[src/rtl/decode_rr_scheduler.sv]
// Round-robin scheduler sharing one 4-to-10 one-hot decoder between 10 requesters.
// Drives the decoder code (k+1 for channel k, 0 = none) and holds each grant until release.
module decode_rr_scheduler #(
  parameter int MAX_HOLD = 16
) (
  input  logic       i_clk,
  input  logic       i_rst_n,
  input  logic       i_en,
  input  logic [9:0] i_req,
  input  logic       i_done,
  output logic [3:0] o_code,
  output logic       o_grant_valid,
  output logic       o_timeout
);

  localparam int CNT_W = $clog2(MAX_HOLD + 1);
  localparam logic [CNT_W-1:0] CNT_MAX = CNT_W'(MAX_HOLD);

  typedef enum logic {
    IDLE  = 1'b0,
    GRANT = 1'b1
  } state_t;

  state_t           state_q, state_d;
  logic [3:0]       cur_q, cur_d;
  logic [3:0]       ptr_q, ptr_d;
  logic [CNT_W-1:0] cnt_q, cnt_d;
  logic [3:0]       code_q, code_d;
  logic             valid_q, valid_d;
  logic             timeout_q, timeout_d;

  logic             pick_found;
  logic [3:0]       pick_idx;
  logic [4:0]       scan_sum;
  logic [3:0]       scan_idx;
  logic             rel_done, rel_wd, rel_to, release_now;

  // Scan channels starting at ptr and wrapping 9 -> 0; first requester wins.
  always_comb begin
    pick_found = 1'b0;
    pick_idx   = 4'd0;
    scan_sum   = 5'd0;
    scan_idx   = 4'd0;
    for (int i = 0; i < 10; i++) begin
      scan_sum = {1'b0, ptr_q} + 5'(i);
      if (scan_sum >= 5'd10) begin
        scan_sum = scan_sum - 5'd10;
      end
      scan_idx = scan_sum[3:0];
      if (!pick_found && i_req[scan_idx]) begin
        pick_found = 1'b1;
        pick_idx   = scan_idx;
      end
    end
  end

  always_comb begin
    rel_done    = i_done;
    rel_wd      = ~i_req[cur_q];
    rel_to      = (cnt_q == CNT_MAX);
    release_now = rel_done | rel_wd | rel_to;
  end

  always_comb begin
    state_d   = state_q;
    cur_d     = cur_q;
    ptr_d     = ptr_q;
    cnt_d     = cnt_q;
    code_d    = code_q;
    valid_d   = valid_q;
    timeout_d = 1'b0;
    case (state_q)
      IDLE: begin
        if (i_en && pick_found) begin
          state_d = GRANT;
          cur_d   = pick_idx;
          cnt_d   = CNT_W'(1);
          code_d  = pick_idx + 4'd1;
          valid_d = 1'b1;
        end
      end
      GRANT: begin
        if (release_now) begin
          // Dropping to IDLE guarantees at least one code-0 cycle before the next grant.
          state_d   = IDLE;
          code_d    = 4'd0;
          valid_d   = 1'b0;
          cnt_d     = '0;
          ptr_d     = (cur_q == 4'd9) ? 4'd0 : cur_q + 4'd1;
          timeout_d = rel_to & ~rel_done & ~rel_wd;
        end else if (cnt_q != CNT_MAX) begin
          cnt_d = cnt_q + CNT_W'(1);
        end
      end
      default: begin
        state_d = IDLE;
        code_d  = 4'd0;
        valid_d = 1'b0;
        cnt_d   = '0;
      end
    endcase
  end

  always_ff @(posedge i_clk or negedge i_rst_n) begin
    if (!i_rst_n) begin
      state_q   <= IDLE;
      cur_q     <= 4'd0;
      ptr_q     <= 4'd0;
      cnt_q     <= '0;
      code_q    <= 4'd0;
      valid_q   <= 1'b0;
      timeout_q <= 1'b0;
    end else begin
      state_q   <= state_d;
      cur_q     <= cur_d;
      ptr_q     <= ptr_d;
      cnt_q     <= cnt_d;
      code_q    <= code_d;
      valid_q   <= valid_d;
      timeout_q <= timeout_d;
    end
  end

  assign o_code        = code_q;
  assign o_grant_valid = valid_q;
  assign o_timeout     = timeout_q;

endmodule

[config.mk]
export PLATFORM = sky130hd
export DESIGN_NAME = decode_rr_scheduler
export DESIGN_NICKNAME = d
export VERILOG_FILES = /design/src/rtl/decode_rr_scheduler.sv
export SDC_FILE = /design/constraint.sdc
export NUM_CORES = 1
export LEC_CHECK = 0
export ABC_CLOCK_PERIOD_IN_PS = 11600
export CORE_UTILIZATION = 29
export CTS_BUF_LIST = sky130_fd_sc_hd__clkbuf_16
export DETAILED_ROUTE_END_ITERATION = 10
export PLACE_DENSITY = 0.46
export SYNTH_ARGS = -nofsm -noshare
export SYNTH_HDL_FRONTEND = slang
export SYNTH_SLANG_ARGS = --single-unit
[constraint.sdc]
create_clock -name i_clk -period 11.6 [get_ports i_clk]
set_clock_uncertainty 0.2 [all_clocks]
set_input_delay 1.74 -clock i_clk [delete_from_list [all_inputs] [get_ports i_clk]]
set_output_delay 1.74 -clock i_clk [all_outputs]
set_load 0.01 [all_outputs]
* Word level (Yosys, flattened, before mapping) *
Cells that the tools add are included.

word-level totals
  register bits = 20
  word-level logic and storage cells = 154
  bits of input ports = 14
  output and inout port bits = 6

operators by class
  bitwise logic cells = 7
  $lt $le $gt $ge = 21
  reductions and logical operators = 23
  mux-type cells = 68
  equal/unequal tests = 6
  $add $sub $neg = 22

operators by type and width
  cell                                                                                  count
  4-bit 2-to-1 mux                                                                      23
  4-bit by 5-bit < comparator with 1-bit output (second input constant)                 11
  5-bit by 4-bit greater-or-equal comparator with 1-bit output (second input constant)  9
  1-bit binary-select mux with 4-bit select                                             11
  4-bit subtractor (second input constant)                                              10
  1-bit 2-to-1 mux                                                                      27
  4-bit by 3-bit adder with 5-bit output (second input constant)                        4
  5-bit 2-to-1 mux                                                                      3
  4-bit by 2-bit adder with 5-bit output (second input constant)                        2
  4-bit by 4-bit adder with 5-bit output (second input constant)                        2
  1-bit logical AND                                                                     10
  5-bit case mux with 2 select lines                                                    1
  1-bit logical NOT                                                                     9
  4-bit by 1-bit adder with 4-bit output (second input constant)                        2
  4-bit case mux with 2 select lines                                                    1
  2-bit AND reduction                                                                   4
  4-bit by 1-bit adder with 5-bit output (second input constant)                        1
  5-bit by 1-bit adder with 5-bit output (second input constant)                        1
  5-bit equality test (second input constant)                                           1
  5-bit inequality test (second input constant)                                         1
  4-bit equality test (second input constant)                                           1
  4-bit greater-or-equal comparator (second input constant)                             1
  1-bit case mux with 2 select lines                                                    2
  3-bit by 1-bit inequality test with 1-bit output (second input constant)              1
  5 further kinds                                                                       9

* Depth between registers and ports, before layout *
Gate-level depths: netlist (run 1).

  word-level depth = 35
  mapped depth = 22
  gate-level depth less buffers = 17

* Worst setup path after synthesis (run 1) *
No wires, ideal clock.

  kind = input -> register
  start = input port i_req[5]
  end = register code_q[2] (netlist: o_code[2])
  slack = 6874 ps
  required time = 11276 ps
  library setup time = 124 ps
  arrival = 4402 ps
  stages = 12
  buffers on the path = 1
  cells stage by stage = mux4_1 mux4_2 nand2_4 nand2_4 or3_1 buf_2 or3_1 a32o_1 a21oi_1 ha_1 xnor2_1 o21ai_1

between the ends
  cells in the longest elaborated chain, start to end = 33
  elaborated cells between the ends (all ways) = 70
  classes of those cells = add/sub: 1; eq/ne: 2; mux: 44; bitwise: 3; reduce/logical: 20

ends and longest elaborated chain
  what                                       RTL line  RTL
  from (decl)                                9         input logic [9:0] i_req,
  1-bit binary-select mux with 4-bit select  50        if (!pick_found && i_req[scan_idx]) begin
  1-bit 2-to-1 mux (implied by the code)     50
  1-bit 2-to-1 mux                           50
  1-bit logical NOT                          50
  1-bit logical AND                          50
  1-bit 2-to-1 mux                           50
  1-bit logical NOT                          50
  1-bit logical AND                          50
  [18 not listed]                            n/a
  1-bit 2-to-1 mux                           50
  1-bit logical NOT                          50
  1-bit logical AND                          50
  4-bit 2-to-1 mux *                         50
  via pick_idx[1]                            33        logic [3:0] pick_idx;
  4-bit by 1-bit adder with 4-bit output *   78        code_d = pick_idx + 4'd1;
  4-bit 2-to-1 mux *                         74        if (i_en && pick_found) begin
  4-bit case mux with 2 select lines *       72        case (state_q)
  to (signal assigned)                       118       code_q <= code_d;
  to (decl)                                  28        logic [3:0] code_q, code_d;

Mark *: on every way through the listed nets, which the timed path passes. The rest lies on a longest branch. The select of a mux whose other input is x is not followed.
A chain may end at the register's enable or synchronous reset.

* Final worst setup path (run 1) *
  start = input port i_req[4]
  end = register code_q[1] (netlist: o_code[1])

The elaborated chain is that of the path after synthesis.

==> results of run 1 <==
## area by class of cell
cell class	instances	share of cell area, %
multi-input combinational	404	74.0
clock buffer	3	1.83
sequential	20	12.2
timing repair buffer	22	5.19
tap	168	5.13
inverter	18	1.65
## Yosys cell counts, types with 13 or more instances
cell	number	area, µm²
inv_1	16	60.1
mux2i_1	18	180
a21oi_1	22	110
nor3_1	13	65.1
nand2_1	35	131
dfrtp_1	20	500
xnor2_1	15	131
nor2b_1	13	81.3
o21ai_0	25	125
ha_1	26	325
a211oi_1	14	105
nor2_1	30	113
## worst paths after layout
path,cells past startpoint,startpoint,endpoint,slack (ns)
worst max-delay path,12,i_req[4],o_code[1],6.08
worst min-delay path,1,cnt_q[4],cnt_q[4],0.28
worst max register to register,16,ptr_q[0],o_code[1],6.18
worst min register to register,1,cnt_q[4],cnt_q[4],0.28
max in group asynchronous,1,i_rst_n,ptr_q[3],8.84
min in group asynchronous,1,i_rst_n,o_code[0],1.80
## state kept, by name, summed over array words and instances (netlist names)
| name | count |
|---|---|
| o_timeout | 1 |
| ptr_q | 4 |
| o_grant_valid | 1 |
| cur_q | 4 |
| o_code | 4 |
| state_q | 1 |
| cnt_q | 5 |
## through the flow
step / util [%] / hold WS [ns] / setup WS (ns) / instances
5_1_grt: 33.4 / 0.297 / 5.74 / 635
4_1_cts: 33.4 / 0.280 / 6.16 / 635
3_3_place_gp: 32.8 / 0.269 / 5.86 / 632
2_1_floorplan: - / 0.238 / 6.87 / 461
3_5_place_dp: 32.8 / 0.270 / 5.91 / 632
6_report: 33.4 / 0.280 / 6.08 / 635
## logic make-up after synthesis
family,count (synthesis)
simple gates,165
compound gates,158
buf+inv,37
mux,36
fa+ha+maj,27
flops,20
xor+xnor,18
## routing by layer
layer	wire length, µm	track usage, %	vias up
li1	-	-	1788
met1	5830	26.6	1778
met2	5500	30.8	94
met3	480	1.53	14
met4	204	3.98	0
met5	0	0	-
## critical path, cell delays in order
cell and delay, ns:
clkdlybuf4s50_1 0.49, mux2i_1 0.61, o211ai_1 0.20, a21oi_1 0.24, o2bb2ai_1 0.21, or3_1 0.55
nor2_1 0.42, o211ai_1 0.15, a31oi_1 0.39, ha_1 0.31, nand2_1 0.06, o21ai_1 0.07
## cell usage in the layout, fill, tap and decap left out, drive strengths merged, types with 3 or more instances in the layout
| cell type | netlist | layout |
|---|---|---|
| nand2 | 37 | 37 |
| clkbuf | 8 | 3 |
| nor4bb | 3 | 3 |
| nor4 | 7 | 7 |
| nand2b | 9 | 9 |
| and2 | 4 | 4 |
| o21a | 6 | 6 |
| a211oi | 16 | 16 |
| nor2 | 30 | 30 |
| nor2b | 13 | 13 |
| nand4 | 4 | 4 |
| inv | 18 | 18 |
| ha | 26 | 26 |
| xnor2 | 16 | 16 |
| a31oi | 8 | 8 |
| dfrtp | 20 | 20 |
| a21boi | 10 | 10 |
| or2 | 3 | 3 |
| or3 | 11 | 11 |
| mux2i | 19 | 19 |
| a21o | 7 | 7 |
| clkdlybuf4s50 | 0 | 19 |
| o2111ai | 3 | 3 |
| a221oi | 4 | 4 |
| o21ai | 34 | 34 |
| nand3 | 12 | 12 |
| o22ai | 4 | 4 |
| a21oi | 24 | 24 |
| buf | 11 | 3 |
| nor3 | 15 | 15 |
| o2bb2ai | 3 | 3 |
| o21bai | 4 | 4 |
| mux4 | 7 | 7 |
| mux2 | 10 | 10 |
| o211ai | 10 | 10 |
==> flow_summary.json, run 1 <==
{
  "status": "completed",
  "dieArea_um2": 13300,
  "syn_area_um2": 3710,
  "cts_sinks": 20,
  "critPathKind": "input port to flop",
  "clk_path_buf_depth": 2,
  "drtIter0Drc": 240,
  "clk_pin_slew_ns": 0.06,
  "synthDistinctLibCells": 84,
  "synthToLayoutAreaGrowth_pct": 10.3,
  "gp_congestion": 0.951,
  "final_area_um2": 4100,
  "nets": 510,
  "rows": 40,
  "grt_pass1_vias": 3509,
  "path_max_fanout": 9,
  "synth_cells": 461,
  "diodes": 0,
  "postRouteAntennaNets": 0,
  "grt_antenna_before_repair": 0,
  "layout.area.seq_um2": 500,
  "vias_per_cell": 5.79,
  "cts_resized": 0,
  "yosys.area_share.simple_pct": 24.5,
  "die_width_um": 115,
  "final.period_utilization_pct": 47.6,
  "start_kind": "input port",
  "synthAdderAreaFrac_pct": 9.30,
  "grt_pass1_wl_um": 19200,
  "track_usage_pct": 18.7,
  "synth_ff_type": "dfrtp_1",
  "cts_buffers": 3,
  "fillers": 1311,
  "detailroute.via_count": 3674,
  "post_dp_cell_area_um2": 4020,
  "multi_input_area_um2": 3030,
  "post-cts-setup-buffers": 0,
  "yosys_warnings": 0,
  "ys_async_sr_fraction_pct": 100,
  "htreeDepth": 1,
  "synth_xor_area_share_pct": 4.75,
  "synth-seq-cells": 20,
  "die_height_um": 115,
  "min_path_type": "flop to flop",
  "holdBufCountCts": 0,
  "clkLatencyLatePin_ns": 0.25,
  "finalMaxSlewViolations": 0,
  "first_pass_iters": 5,
  "drv_cap": 0,
  "wl_per_cell_um": 18.9,
  "root_buffer": "clkbuf_16",
  "finalSetupViolCount": 0,
  "muxShareOfSynthArea_pct": 12.7,
  "synth.avg_cell_area_um2": 8.06,
  "drive_above_1_share_pct": 8.14,
  "synth_compound_area_share_pct": 30.4,
  "cp.arrival_ns": 5.43,
  "port-buffer-count": 19,
  "ioPinCount": 20,
  "syn-num-nets": 502,
  "synth_edf_count": 0,
  "period_minus_slack_ns": 5.52,
  "grt_max_degree": 37,
  "synth_top_family_by_area": "compound AO/OA/AOI/OAI gates",
  "overflow": 0,
  "synth.yosys.seq_area_share_pct": 13.5,
  "coreArea_um2": 12300,
  "max_freq_ghz": 0.181,
  "finalSetupTns_ns": 0,
  "start_util_pct": 30.3,
  "slew_headroom_pct": 39.0,
  "end_kind": "flop",
  "dpl.hpwl_um": 9320,
  "worst_pin_slew_ns": 0.912,
  "cts_tree": "built",
  "hold_viol_final": 0,
  "crit_required_ns": 11.51,
  "drc": 0,
  "wl_um": 12000,
  "rsz0062_at_grt": "false"
}
Power of run 1 is left out: the tool's default activity adds up to more than one toggle a clock period on the data nets, which glitch-free logic cannot reach.
==> run 2: changes to the inputs <==
--- a/config.mk
+++ b/config.mk
@@ -5,7 +5,7 @@
 export SDC_FILE = /design/constraint.sdc
 export NUM_CORES = 1
 export LEC_CHECK = 0
-export ABC_CLOCK_PERIOD_IN_PS = 11600
+export ABC_CLOCK_PERIOD_IN_PS = 5080
 export CORE_UTILIZATION = 29
 export CTS_BUF_LIST = sky130_fd_sc_hd__clkbuf_16
 export DETAILED_ROUTE_END_ITERATION = 10
==> constraint.sdc (replaced) <==
create_clock -name i_clk -period 5.08 [get_ports i_clk]
set_clock_uncertainty 0.2 [all_clocks]
set_input_delay 0.762 -clock i_clk [delete_from_list [all_inputs] [get_ports i_clk]]
set_output_delay 0.762 -clock i_clk [all_outputs]
set_load 0.01 [all_outputs]
==> run 2 against run 1 <==
Core utilization rose by 0.98 points. Clock-buffer cell count unchanged. Sequential cell count unchanged. Die area unchanged. Global-route usage shrank 0.20 points. Wire length decreased by 1.0%. Register-to-register slack lost 5.7 ns. Design area up 2.9%. Non-clock buffer count is 12 higher. Via count increased by 1.8%. Critical path type is now flop to flop. Critical endpoint is now o_code[2]. Largest cell class unchanged.
==> flow_summary.json, run 2 (same netlist as run 1, synthesis figures left out) <==
{
  "holdBufCountCts": 0,
  "postRouteAntennaNets": 0,
  "holdWs_ns": 0.278,
  "die_width_um": 115,
  "die_height_um": 115,
  "port-buffer-count": 19,
  "ioPinCount": 20,
  "finalMaxSlewViolations": 0,
  "wl_per_cell_um": 18.3,
  "final_common_cell": "nand2_1",
  "finalSetupViolCount": 0,
  "clkLatencyLatePin_ns": 0.26,
  "route.met3.wl_um": 704,
  "max_freq_ghz": 0.216,
  "grt_max_degree": 26,
  "rows": 40,
  "finalSetupTns_ns": 0,
  "clk_pin_slew_ns": 0.06,
  "clk_path_buf_depth": 2,
  "drive_above_1_share_pct": 10.6,
  "layout.area.seq_um2": 500,
  "path_max_fanout": 10,
  "cts_tree": "built",
  "final.period_utilization_pct": 91.3,
  "period_minus_slack_ns": 4.64,
  "gp_congestion": 0.946,
  "cp.arrival_ns": 4.57,
  "start_util_pct": 30.3,
  "grt_pass1_vias": 3569,
  "end_kind": "flop",
  "diodes": 0,
  "wl_um": 11900,
  "worst_pin_slew_ns": 0.932,
  "critPathKind": "flop to flop",
  "start_kind": "flop",
  "largest-register": "cnt_q",
  "final_util_pct": 34.4,
  "slew_headroom_pct": 37.7,
  "rsz0062_at_grt": "false",
  "dieArea_um2": 13300,
  "first_pass_iters": 4,
  "drc": 0,
  "crit_required_ns": 5.01,
  "detailroute.via_count": 3740,
  "coreArea_um2": 12300,
  "status": "completed",
  "drv_cap": 0,
  "root_buffer": "clkbuf_16",
  "dr_wl_met2_um": 5230,
  "dpl.hpwl_um": 9540,
  "cts_buffers": 3,
  "post-cts-setup-buffers": 0,
  "hold_viol_final": 0,
  "track_usage_pct": 18.5,
  "min_path_type": "flop to flop",
  "drtIter0Drc": 196,
  "nets": 522,
  "final_cell_mix": "nand2_1, nor2_1, ha_1",
  "synthToLayoutAreaGrowth_pct": 13.6,
  "met1_length_um": 5580,
  "dp_slack_ns": 0.548,
  "fillers": 1299,
  "overflow": 0,
  "top_layer_used": "met4",
  "multi_input_area_um2": 3030,
  "finalWorstSetupSlack_ns": 0.442,
  "cts_resized": 0,
  "cts_sinks": 20,
  "htreeDepth": 1,
  "grt_antenna_before_repair": 0,
  "largest_reg_flops": 5,
  "grt_pass1_wl_um": 19100,
  "vias_per_cell": 5.77
}
==> run 2: changes by cell type in the layout (fill, tap and decap cells not counted) <==
cell and change:
bufinv_16 +1, buf_4 +12
==> run 2: worst paths after layout <==
kind | start | to | slack (ns) | cells past startpoint
setup reg to reg | ptr_q[0] | o_code[2] | 0.44 | 15
min in group asynchronous | i_rst_n | ptr_q[3] | 0.83 | 1
hold / removal | o_grant_valid | o_grant_valid | 0.28 | 2
setup / recovery | ptr_q[0] | o_code[2] | 0.44 | 15
hold reg to reg | o_grant_valid | o_grant_valid | 0.28 | 2
max in group asynchronous | i_rst_n | cnt_q[3] | 3.28 | 1
==> run 2: layout make-up <==
| cell class | instances | area share [%] |
|---|---|---|
| multi-input combinational | 404 | 71.9 |
| sequential | 20 | 11.9 |
| timing repair buffer | 34 | 7.18 |
| tap | 168 | 4.98 |
| clock buffer | 3 | 1.78 |
| inverter | 18 | 1.60 |
| clock inverter | 1 | 0.712 |
==> run 2: routing by layer <==
layer  global-route usage [%]  up-vias
met5                        0        -
met4                     7.62        0
met3                     1.53       22
met2                     28.6      133
met1                     26.4     1783
li1                         -     1802
==> run 2: per-stage QoR <==
stage	cell area [µm²]	std cells
2_1_floorplan	3710	461
4_1_cts	4220	648
6_report	4220	648
5_1_grt	4220	648
3_3_place_gp	4110	644
3_5_place_dp	4110	644
==> run 2: worst max-delay path, cell delays in order (launching register included) <==
cell	delay, ns
dfrtp_1	0.39
buf_4	0.18
ha_1	0.29
xnor2_4	0.31
ha_1	0.35
a21boi_1	0.36
o211ai_1	0.15
a21oi_1	0.23
o2bb2ai_1	0.22
or3_1	0.54
nor2_1	0.36
o211ai_1	0.16
a31oi_1	0.35
ha_1	0.23
xnor2_1	0.12
o21ai_1	0.08
Power of run 2 is left out for the same reason.
==> run 3: changes to the inputs <==
--- a/config.mk
+++ b/config.mk
@@ -6,10 +6,10 @@
 export NUM_CORES = 1
 export LEC_CHECK = 0
 export ABC_CLOCK_PERIOD_IN_PS = 5080
-export CORE_UTILIZATION = 29
+export CORE_UTILIZATION = 60
 export CTS_BUF_LIST = sky130_fd_sc_hd__clkbuf_16
 export DETAILED_ROUTE_END_ITERATION = 10
-export PLACE_DENSITY = 0.46
+export PLACE_DENSITY = 0.81
 export SYNTH_ARGS = -nofsm -noshare
 export SYNTH_HDL_FRONTEND = slang
 export SYNTH_SLANG_ARGS = --single-unit
==> run 3 against run 2 <==
Sequential cell count stayed put. Sequential share of layout area is 0.41 points higher. Design area is 3.4% lower. Highest routed layer unchanged. Register-to-register slack better by 0.07 ns. Critical path depth stayed put. Non-clock buffer count is 4 lower. Setup slack better by 0.073 ns. Core utilization is 34 points higher. Worst hold slack worse by 0.0085 ns.
==> flow_summary.json, run 3 (same netlist as run 1, synthesis figures left out) <==
{
  "htreeDepth": 1,
  "slew_headroom_pct": 36.8,
  "synthToLayoutAreaGrowth_pct": 9.77,
  "drv_cap": 0,
  "wl_per_cell_um": 20.5,
  "layoutNonFillerInstCount": 551,
  "max_freq_ghz": 0.219,
  "detailroute.via_count": 3882,
  "worstReg2RegEnd": "o_code[2]",
  "final_cell_mix": "nand2_1, nor2_1, ha_1",
  "r2r-start": "ptr_q[1]",
  "grt_pass1_wl_um": 18000,
  "worst_pin_slew_ns": 0.945,
  "final_util_pct": 68.5,
  "cts_buffers": 3,
  "postRouteAntennaNets": 0,
  "critPathKind": "flop to flop",
  "min_path_cells": 1,
  "cpMostUsedCell": "ha_1",
  "min_path_type": "flop to flop",
  "period_minus_slack_ns": 4.56,
  "reg2regPathDepth": 15,
  "r2r_slack_ns": 0.52,
  "cts_sinks": 20,
  "cpMaxStageDelayCell": "dfrtp_1",
  "dieArea_um2": 6510,
  "wl_um": 11300,
  "rsz0062_at_grt": "false",
  "ioPinCount": 20,
  "drc": 0,
  "final.period_utilization_pct": 89.9,
  "rows": 28,
  "cp.arrival_ns": 4.50,
  "path_max_fanout": 13,
  "nets": 518,
  "start_kind": "flop",
  "largest-register": "cnt_q",
  "drive_above_1_share_pct": 10.1,
  "clkLatencyLatePin_ns": 0.25,
  "root_buffer": "clkbuf_16",
  "cts_tree": "built",
  "min-delay-start": "cnt_q[4]",
  "largest_reg_flops": 5,
  "overflow": 0,
  "gp_congestion": 1.05,
  "first_pass_iters": 6,
  "cp_cell_sequence": "inv_2 > ha_1 > xor2_1 > ha_1 > inv_1 > a211oi_1 > a21o_1 > mux2i_1 > nor3_2 > nor2_1 > mux2_1 > a221o_1 > o2bb2ai_1 > xnor2_1 > o21ai_1",
  "clk_path_buf_depth": 2,
  "holdPathEnd": "cnt_q[4]",
  "grt_pass1_vias": 3577,
  "finalSetupTns_ns": 0,
  "final_common_cell": "nand2_1",
  "port-buffer-count": 19,
  "finalSetupViolCount": 0,
  "vias_per_cell": 7.05,
  "crit_required_ns": 5.02,
  "dpl.hpwl_um": 8730,
  "die_width_um": 80.7,
  "slowest_delay_ns": 0.43,
  "finalMaxSlewViolations": 0,
  "status": "completed",
  "start_util_pct": 62.4,
  "clk_pin_slew_ns": 0.06,
  "fillers": 519,
  "track_usage_pct": 36.4,
  "diodes": 0,
  "drtIter0Drc": 364,
  "coreArea_um2": 5960,
  "dp.cells": 547,
  "end_kind": "flop",
  "grt_antenna_before_repair": 0,
  "grt_max_degree": 25,
  "die_height_um": 80.7,
  "hold_viol_final": 0
}
-- run 3: cell count changes in the layout (fill, tap and decap cells not counted) --
| cell | delta |
|---|---|
| nor3_2 | +1 |
| nor3_1 | -1 |
| buf_4 | -4 |
-- run 3: repair_timing --
action | in CTS | in global routing
hold buffers | 0 | 0
setup endpoints to repair | 0 | 2
setup buffers | 0 | 0
resized for setup | 0 | 1
-- run 3: critical path: cells and delay by family, from the launching register on --
family	cells	cell delay, ns
muxes	2	0.67
xor gates and xnor gates	2	0.55
AOI/OAI and AO/OA	5	1.21
DFF	1	0.43
and+or+nand+nor	2	0.35
adders and majority gates	2	0.66
buffers and inverters	2	0.36
-- run 3: how the worst max path moves through the flow --
| stage | startpoint | endpoint | slack [ns] | cells after the start |
|---|---|---|---|---|
| after floorplan | ptr_q[0] | o_code[2] | 0.41 | 20 |
| after global placement | i_req[6] | o_code[2] | 0.61 | 12 |
| after detailed placement | i_req[7] | o_code[2] | 0.56 | 13 |
| after CTS | ptr_q[1] | o_code[2] | 0.54 | 16 |
| after global routing | ptr_q[1] | o_code[2] | 0.04 | 16 |
| final | ptr_q[1] | o_code[2] | 0.52 | 15 |
-- run 3: cell type report --
cell class,instances,area (µm²),area share [%]
inverters,18,67.6,1.66
clock buffers,3,75.1,1.84
repair buffers,30,273,6.69
clock inverters,1,30.0,0.736
flip-flops and latches,20,500,12.3
well taps,75,93.8,2.30
multi-input cells,404,3040,74.5
-- run 3: routing by layer --
metal	GRT usage [%]	share of wire (%)	up-vias
met2	59.1	46	196
met3	6.70	7.6	39
li1	-	-	1809
met1	46.8	43	1838
met5	0	0	-
met4	15.4	3.3	0
-- run 3: metrics by stage --
step	hold WS, ns	setup slack (ns)	instance area [µm²]
floorplan	0.238	0.410	3710
global placement	0.266	0.611	3970
detailed placement	0.263	0.556	3970
CTS	0.272	0.543	4070
global route	0.289	0.0433	4080
finish	0.269	0.516	4080
Power of run 3 is left out for the same reason.
